$ cat src/rtl/status_pkg.sv
// Shared status-register definitions, used by the SR store path (sstat_unit)
// and by the status-load path that reads SR back onto the data bus.
package status_pkg;

  // SR bit positions
  localparam int SR_Z = 0;
  localparam int SR_C = 1;
  localparam int SR_N = 2;
  localparam int SR_V = 3;
  localparam int SR_I = 4;

  // Default geometry and reset value
  localparam int         STATUS_SR_W     = 8;
  localparam int         STATUS_DATA_W   = 20;
  localparam logic [7:0] STATUS_SR_RESET = 8'h00;

  // Nesting state, derived from the save-stack fill level
  localparam logic [1:0] ST_IDLE   = 2'd0;
  localparam logic [1:0] ST_NESTED = 2'd1;
  localparam logic [1:0] ST_FULL   = 2'd2;

endpackage

$ cat src/rtl/sr_save_stack.sv
// LIFO save stack for SR across nested interrupts. Push writes the slot at the
// current level, pop exposes the most recent entry combinationally on dout.
// Pushes into a full stack and pops from an empty stack are ignored here; the
// owner flags them as errors.
module sr_save_stack #(
  parameter int SR_W  = 8,
  parameter int DEPTH = 4
) (
  input  logic                     clk,
  input  logic                     rst_n,
  input  logic                     push,
  input  logic                     pop,
  input  logic [SR_W-1:0]          din,
  output logic [SR_W-1:0]          dout,
  output logic [$clog2(DEPTH):0]   level,
  output logic                     full,
  output logic                     empty
);

  localparam int AW = $clog2(DEPTH);
  localparam int LW = AW + 1;

  logic [SR_W-1:0] mem [DEPTH];
  logic [LW-1:0]   lvl_q;
  logic [LW-1:0]   lvl_dec;

  assign lvl_dec = lvl_q - LW'(1);
  assign full    = (lvl_q == LW'(DEPTH));
  assign empty   = (lvl_q == '0);
  assign level   = lvl_q;
  // Top-of-stack read; only meaningful when not empty
  assign dout    = mem[lvl_dec[AW-1:0]];

  // Stack storage and fill level; push has precedence if both are ever raised
  always_ff @(posedge clk or negedge rst_n) begin
    if (!rst_n) begin
      lvl_q <= '0;
      for (int i = 0; i < DEPTH; i++) mem[i] <= '0;
    end else if (push && !full) begin
      mem[lvl_q[AW-1:0]] <= din;
      lvl_q              <= lvl_q + LW'(1);
    end else if (pop && !empty) begin
      lvl_q <= lvl_dec;
    end
  end

endmodule

$ cat src/rtl/sstat_unit.sv
// Store side of the status-register path. Owns SR and updates it from the
// SSTAT bus write, ALU flag strobes, and interrupt entry/return through the
// save stack. One event takes effect per cycle, in the order
// int_entry > int_return > SSTAT > flag_we. Assumes DATA_W > SR_W.
module sstat_unit
  import status_pkg::*;
#(
  parameter int             DATA_W      = STATUS_DATA_W,
  parameter int             SR_W        = STATUS_SR_W,
  parameter int             STACK_DEPTH = 4,
  parameter logic [SR_W-1:0] WRITE_MASK = '1,
  parameter logic [SR_W-1:0] SR_RESET   = SR_W'(STATUS_SR_RESET)
) (
  input  logic                           clk,
  input  logic                           rst_n,
  input  logic                           wr_valid,
  output logic                           wr_ready,
  input  logic [DATA_W-1:0]              data_in,
  input  logic                           flag_we,
  input  logic [SR_W-1:0]                flag_mask,
  input  logic [SR_W-1:0]                flag_val,
  input  logic                           int_entry,
  input  logic                           int_return,
  output logic [SR_W-1:0]                status_register,
  output logic [$clog2(STACK_DEPTH):0]   stack_level,
  output logic                           err_width,
  output logic                           err_ovf,
  output logic                           err_unf
);

  // Masked merge: bits set in mask take the new value, others keep the old
  function automatic logic [SR_W-1:0] merge(input logic [SR_W-1:0] old_v,
                                            input logic [SR_W-1:0] new_v,
                                            input logic [SR_W-1:0] mask);
    return (old_v & ~mask) | (new_v & mask);
  endfunction

  logic [SR_W-1:0] sr_p1;
  logic            ready_p1;
  logic            err_width_p1;
  logic            err_ovf_p1;
  logic            err_unf_p1;

  logic [SR_W-1:0] sr_next;
  logic            push;
  logic            pop;
  logic            set_ovf;
  logic            set_unf;
  logic            width_bad;
  logic            wr_fire;
  logic            stk_full;
  logic            stk_empty;
  logic [SR_W-1:0] stk_top;
  logic [1:0]      state;

  sr_save_stack #(
    .SR_W  (SR_W),
    .DEPTH (STACK_DEPTH)
  ) u_stack (
    .clk   (clk),
    .rst_n (rst_n),
    .push  (push),
    .pop   (pop),
    .din   (sr_p1),
    .dout  (stk_top),
    .level (stack_level),
    .full  (stk_full),
    .empty (stk_empty)
  );

  // Interrupt events own the cycle, so SSTAT is back-pressured while they are up
  assign wr_ready = ready_p1 && !int_entry && !int_return;
  assign wr_fire  = wr_valid && wr_ready;

  // Nesting state derived from the stack fill level
  always_comb begin
    state = ST_NESTED;
    if (stk_empty)     state = ST_IDLE;
    else if (stk_full) state = ST_FULL;
  end

  // Priority mux selecting the single SR update for this cycle
  always_comb begin
    sr_next   = sr_p1;
    push      = 1'b0;
    pop       = 1'b0;
    set_ovf   = 1'b0;
    set_unf   = 1'b0;
    width_bad = 1'b0;
    if (int_entry) begin
      // I is cleared even when the save is lost to overflow
      push          = (state != ST_FULL);
      set_ovf       = (state == ST_FULL);
      sr_next[SR_I] = 1'b0;
    end else if (int_return) begin
      if (state == ST_IDLE) begin
        set_unf = 1'b1;
      end else begin
        pop     = 1'b1;
        sr_next = stk_top;
      end
    end else if (wr_fire) begin
      sr_next   = merge(sr_p1, data_in[SR_W-1:0], WRITE_MASK);
      width_bad = |data_in[DATA_W-1:SR_W];
    end else if (flag_we) begin
      sr_next = merge(sr_p1, flag_val, flag_mask);
    end
  end

  // SR register, ready flag and error flags
  always_ff @(posedge clk or negedge rst_n) begin
    if (!rst_n) begin
      sr_p1        <= SR_RESET;
      ready_p1     <= 1'b0;
      err_width_p1 <= 1'b0;
      err_ovf_p1   <= 1'b0;
      err_unf_p1   <= 1'b0;
    end else begin
      sr_p1        <= sr_next;
      ready_p1     <= 1'b1;
      err_width_p1 <= width_bad;
      err_ovf_p1   <= err_ovf_p1 | set_ovf;
      err_unf_p1   <= err_unf_p1 | set_unf;
    end
  end

  assign status_register = sr_p1;
  assign err_width       = err_width_p1;
  assign err_ovf         = err_ovf_p1;
  assign err_unf         = err_unf_p1;

endmodule

$ cat config.mk
export PLATFORM = sky130hd
export DESIGN_NAME = sstat_unit
export DESIGN_NICKNAME = d
export VERILOG_FILES = /design/src/rtl/status_pkg.sv /design/src/rtl/sr_save_stack.sv /design/src/rtl/sstat_unit.sv
export SDC_FILE = /design/constraint.sdc
export NUM_CORES = 1
export LEC_CHECK = 0
export BUFFER_PORTS_ARGS = -buffer_cell sky130_fd_sc_hd__buf_2
export CAP_MARGIN = 5
export CORE_ASPECT_RATIO = 1.4
export CORE_UTILIZATION = 54
export DETAILED_ROUTE_END_ITERATION = 12
export PLACE_DENSITY_LB_ADDON = 0.25
export SETUP_SLACK_MARGIN = 0.4
export SYNTH_ARGS = -nofsm -noshare
export SYNTH_HDL_FRONTEND = slang
export SYNTH_SLANG_ARGS = --single-unit
$ cat constraint.sdc
create_clock -name clk -period 2 [get_ports clk]
set_input_delay 0.4 -clock clk [delete_from_list [all_inputs] [get_ports clk]]
set_output_delay 0.4 -clock clk [all_outputs]
set_load 0.05 [all_outputs]
# Word-level counts from Yosys, hierarchy flattened
# Cells that the tools add are included.
# word_totals
ff_bits,47
in_bits,42
output_inout_bits,15
word_cells,74
# classes
add_sub_neg,2
n_lt_le_gt_ge,3
eq_ne,5
mux,26
bitwise_logic,9
n_reduce_logical,18
# ops
operator,n
8-bit two-way mux,7
32-bit bitwise mux,1
8-bit AND,2
8-bit binary-select mux with 2-bit select,1
8-bit demux with 2-bit select,1
1-bit two-way mux,12
12-bit OR reduction,1
8-bit inverter,1
8-bit OR,1
"3-bit >= comparator, second input constant",2
1-bit logical AND,6
3-bit two-way mux,2
2-bit inverter with 3-bit output,2
1-bit logical NOT,4
2-bit two-way mux,2
"2-bit != test, second input constant",2
4-bit nonzero test,1
"3-bit by 1-bit adder with 3-bit output, second input constant",1
"3-bit == test, second input constant",1
3-bit logical NOT,1
"3-bit by 1-bit < comparator with 1-bit output, second input constant",1
"3-bit != test, second input constant",1
3-bit AND reduction,1
3-bit nonzero test,1
other kinds (7),8

# Depth between registers and ports, before layout
# depth
ltp_word,10
mapped_depth,8
depth_no_buf,6

# Modules after synthesis
# Synthesis repeated with hierarchy kept, for this count alone.
# unflattened
cells_unflattened,198
hier_area_um2,2518.7
# modules_own_cells
module,n_inst,cells_each,area_per_inst_um2,seq_area_each_um2
sr_save_stack,1,114,1716.6,875.8
sstat_unit,1,84,802.0,300.3

# Least setup slack after synthesis
# No wires, ideal clock.
# synth_path
path_kind,in2out
from,input port int_return
to,output port wr_ready
arrival_time_ns,1.927
required_time_ns,1.600
setup_slack_ns,-0.327
cell_stages,3
path_buffers,2
cell_sequence,buf_2 > buf_2 > nor3b_1
# synth_between
elab_chain_len,2
# synth_lines
element,line,rtl
from (decl),sstat_unit.sv:23,"input logic int_return,"
1-bit logical NOT,sstat_unit.sv:72,assign wr_ready = ready_p1 && !int_entry && !int_return;
1-bit logical AND,sstat_unit.sv:72,
to (decl),sstat_unit.sv:17,"output logic wr_ready,"
# Every way passes these cells.

==> impl_metrics.env <==
export IMPL_p_leak_uw=0.00154
export IMPL_ys_types=42
export IMPL_fin_setup_tns_ps=0
export IMPL_numPortBuffers=56
export IMPL_p_switching_uw=2110
export IMPL_synthXorXnorAreaFrac_pct=0.600
export IMPL_yosysTopAreaCell="dfrtp_1"
export IMPL_n_fill_cell=359
export IMPL_slew_headroom_pct=57.5
export IMPL_worst_pin_slew_ps=637
export IMPL_gr_usage_all_layers_pct=25.3
export IMPL_synth_top_area_share_pct=43.4
export IMPL_syn_cell_area_um2=2710
export IMPL_die_h_um=85.8
export IMPL_start_kind="flop"
export IMPL_cts_max_path_buffers=2
export IMPL_wl_mm=5.95
export IMPL_synth_compound_area_share_pct=15.0
export IMPL_ys_ff_latch=47
export IMPL_swShare_pct=40.9
export IMPL_vias_per_cell=5.62
export IMPL_required_ps=2190
export IMPL_antenna_found_initial=0
export IMPL_synth_flop_cell="dfrtp_1"
export IMPL_crit_type="flop to flop"
export IMPL_wl_per_cell_um=17.7
export IMPL_fp_row_count=30
export IMPL_syn_avg_cell_area_um2=13.0
export IMPL_dieWidth_um=61.9
export IMPL_clock_latency_ps=300
export IMPL_root_buffer="clkbuf_8"
export IMPL_stdcell_area_um2=3290
export IMPL_peakVddDrop_uv=877
export IMPL_synth_top_family_by_area="multiplexers"
export IMPL_rr_worst_depth=6
export IMPL_power_density_nw_per_um2=1570
export IMPL_setup_violations=0
export IMPL_yosysMostFrequentCell="dfrtp_1"
export IMPL_cts_hold_fix_buffers=0
export IMPL_antenna_left=0
export IMPL_hold_class="input pin to asynchronous set/reset pin"
export IMPL_outcome="complete, no violations"
export IMPL_synth_seq_area_share_pct=43.4
export IMPL_comb_power_share_pct=54.9
export IMPL_cts_made_buffers=5
export IMPL_p_seq_share_pct=34.4
export IMPL_vias=1888
export IMPL_grt_start_max_net_pins=27
export IMPL_synth_fa_ha_area_share_pct=2.31
export IMPL_async_flop_share_pct=100
export IMPL_syn_nets=256
export IMPL_fin_hold_ws_ps=109
export IMPL_gp_congestion=0.819
export IMPL_post_route_period_util_pct=78.9
export IMPL_cts_tree="done"
export IMPL_core_area_um2=4840
export IMPL_first_global_vias=1910
export IMPL_io_pin_count=57
export IMPL_clkPwrFrac_pct=10.7
export IMPL_worstPathArrival_ps=1770
export IMPL_slew_violations=0
export IMPL_dieArea_um2=5310
export IMPL_rsz0062_at_grt="yes"
export IMPL_yosys_top_cells_count="dfrtp_1 (47), mux2_4 (25), nand2_1 (20)"
export IMPL_layout_drive_gt1_share_pct=55.1
export IMPL_nNetsFinal=318
export IMPL_crit_fanout=5
export IMPL_htree_levels=2
export IMPL_skew_ps=12.0
export IMPL_yosys_warnings=0
export IMPL_synthTopCellsByArea="dfrtp_1 (43%), mux2_4 (14%), mux2i_1 (5.2%)"
export IMPL_fmax_mhz=633
export IMPL_p_int_uw=3060
export IMPL_min_period_ps=1580
export IMPL_synthCells=209
export IMPL_dpl_hpwl_mm=4.20
export IMPL_synthToLayoutAreaGrowth_pct=21.5
export IMPL_cap_violations=0
export IMPL_synth_edf_count=0
export IMPL_hold_viol_final=0
export IMPL_dpl_instance_area_um2=3090
export IMPL_drc=0
export IMPL_dr_pass1_iters=4
export IMPL_endpoint_kind="flop"
export IMPL_diodes=0
export IMPL_cts_clk_slew_worst_paths_ps=90
export IMPL_clock_sinks=47
export IMPL_grt_pass1_wl_mm=9.77
export IMPL_grt_overflow=0
export IMPL_start_util_pct=56.0
export IMPL_synth_area_mux_share_pct=23.6
export IMPL_drt_iter0_drc=118
export IMPL_synthSimpleGateAreaFrac_pct=11.8
area by class of cell:
cell class              count  area (um^2)  area share, %
inverters                   2         15.0          0.456
repair buffers             65          392           11.9
flip-flops and latches     47         1180           35.8
well taps                  64         80.1           2.43
clock buffers               7         76.3           2.32
clock inverters             1         5.00          0.152
multi-input cells         150         1550           47.0
cells by family after synthesis:
logic type	Yosys count
multiplexers	49
XOR/XNOR	1
AND/OR/NAND/NOR	50
flip-flops	47
AO/OA/AOI/OAI	44
other	1
buffers and inverters	12
adder cells (fa/ha/maj)	5
critical path: stages, from the launching register on:
cell	delay [ps]
dfrtp_2	420
inv_6	60
ha_4	170
nor2b_4	150
a21o_4	240
a21oi_4	120
mux2_4	300
metal layers:
metal	up-vias	part of all wire, %	track usage, %
met5	-	0	0
met2	48	49	38.3
met4	0	1.3	6.67
met3	7	2.8	3.32
li1	889	-	-
met1	944	47	38.1
metrics by stage:
stage | power, uW | setup slack, ps | instances | util [%]
finish | 5170 | 421 | 336 | 68.0
global placement | 4350 | 290 | 325 | 63.9
floorplan | 3890 | 185 | 209 | -
detailed placement | 4410 | 260 | 325 | 63.9
CTS | 5020 | 402 | 334 | 66.1
global route | 5440 | 385 | 336 | 68.0
layout by cell type, fill, tap and decap left out, types with 3 or more instances in the layout:
| cell type | Yosys | routed |
|---|---|---|
| nand2_2 | 1 | 3 |
| nand3_1 | 8 | 8 |
| clkbuf_8 | 0 | 5 |
| nand2_8 | 3 | 3 |
| mux2_4 | 25 | 25 |
| and3_1 | 3 | 3 |
| ha_1 | 5 | 3 |
| a21oi_1 | 4 | 4 |
| a211oi_2 | 6 | 5 |
| a2bb2oi_2 | 6 | 6 |
| a21o_1 | 7 | 6 |
| dfrtp_1 | 47 | 45 |
| mux2_2 | 9 | 9 |
| a21oi_2 | 5 | 4 |
| mux2i_1 | 14 | 14 |
| buf_4 | 0 | 6 |
| nor4_1 | 4 | 3 |
| nand2_1 | 20 | 18 |
| o22ai_2 | 0 | 4 |
| buf_2 | 4 | 53 |
power by group through the flow:
stage	sequential [uW]	combinational (uW)	clock (uW)
after floorplan	2110	1780	0
after global placement	1780	2570	0
after detailed placement	1790	2620	0
after CTS	1780	2680	567
after global routing	1840	3000	606
final	1780	2840	554
repair_timing:
item / in CTS / in global routing
pin swaps: 0 / 5
buffers inserted: 1 / 2
gates resized for setup: 7 / 16
setup endpoints to repair: 41 / 22
worst paths after layout:
path / startpoint / to / slack (ps)
worst max register to register: u_stack.level[0]$_DFFE_PN0P_ / flop / 420
min in group clk: data_in[0] / flop / 440
max in group asynchronous: rst_n / u_stack.mem[31]$_DFFE_PN0P_ / 1340
worst max-delay path: u_stack.level[0]$_DFFE_PN0P_ / flop / 420
worst min register to register: err_unf$_DFF_PN0_ / err_unf$_DFF_PN0_ / 470
worst min-delay path: rst_n / err_ovf$_DFF_PN0_ / 110
Power figures use the tool's default switching activity.
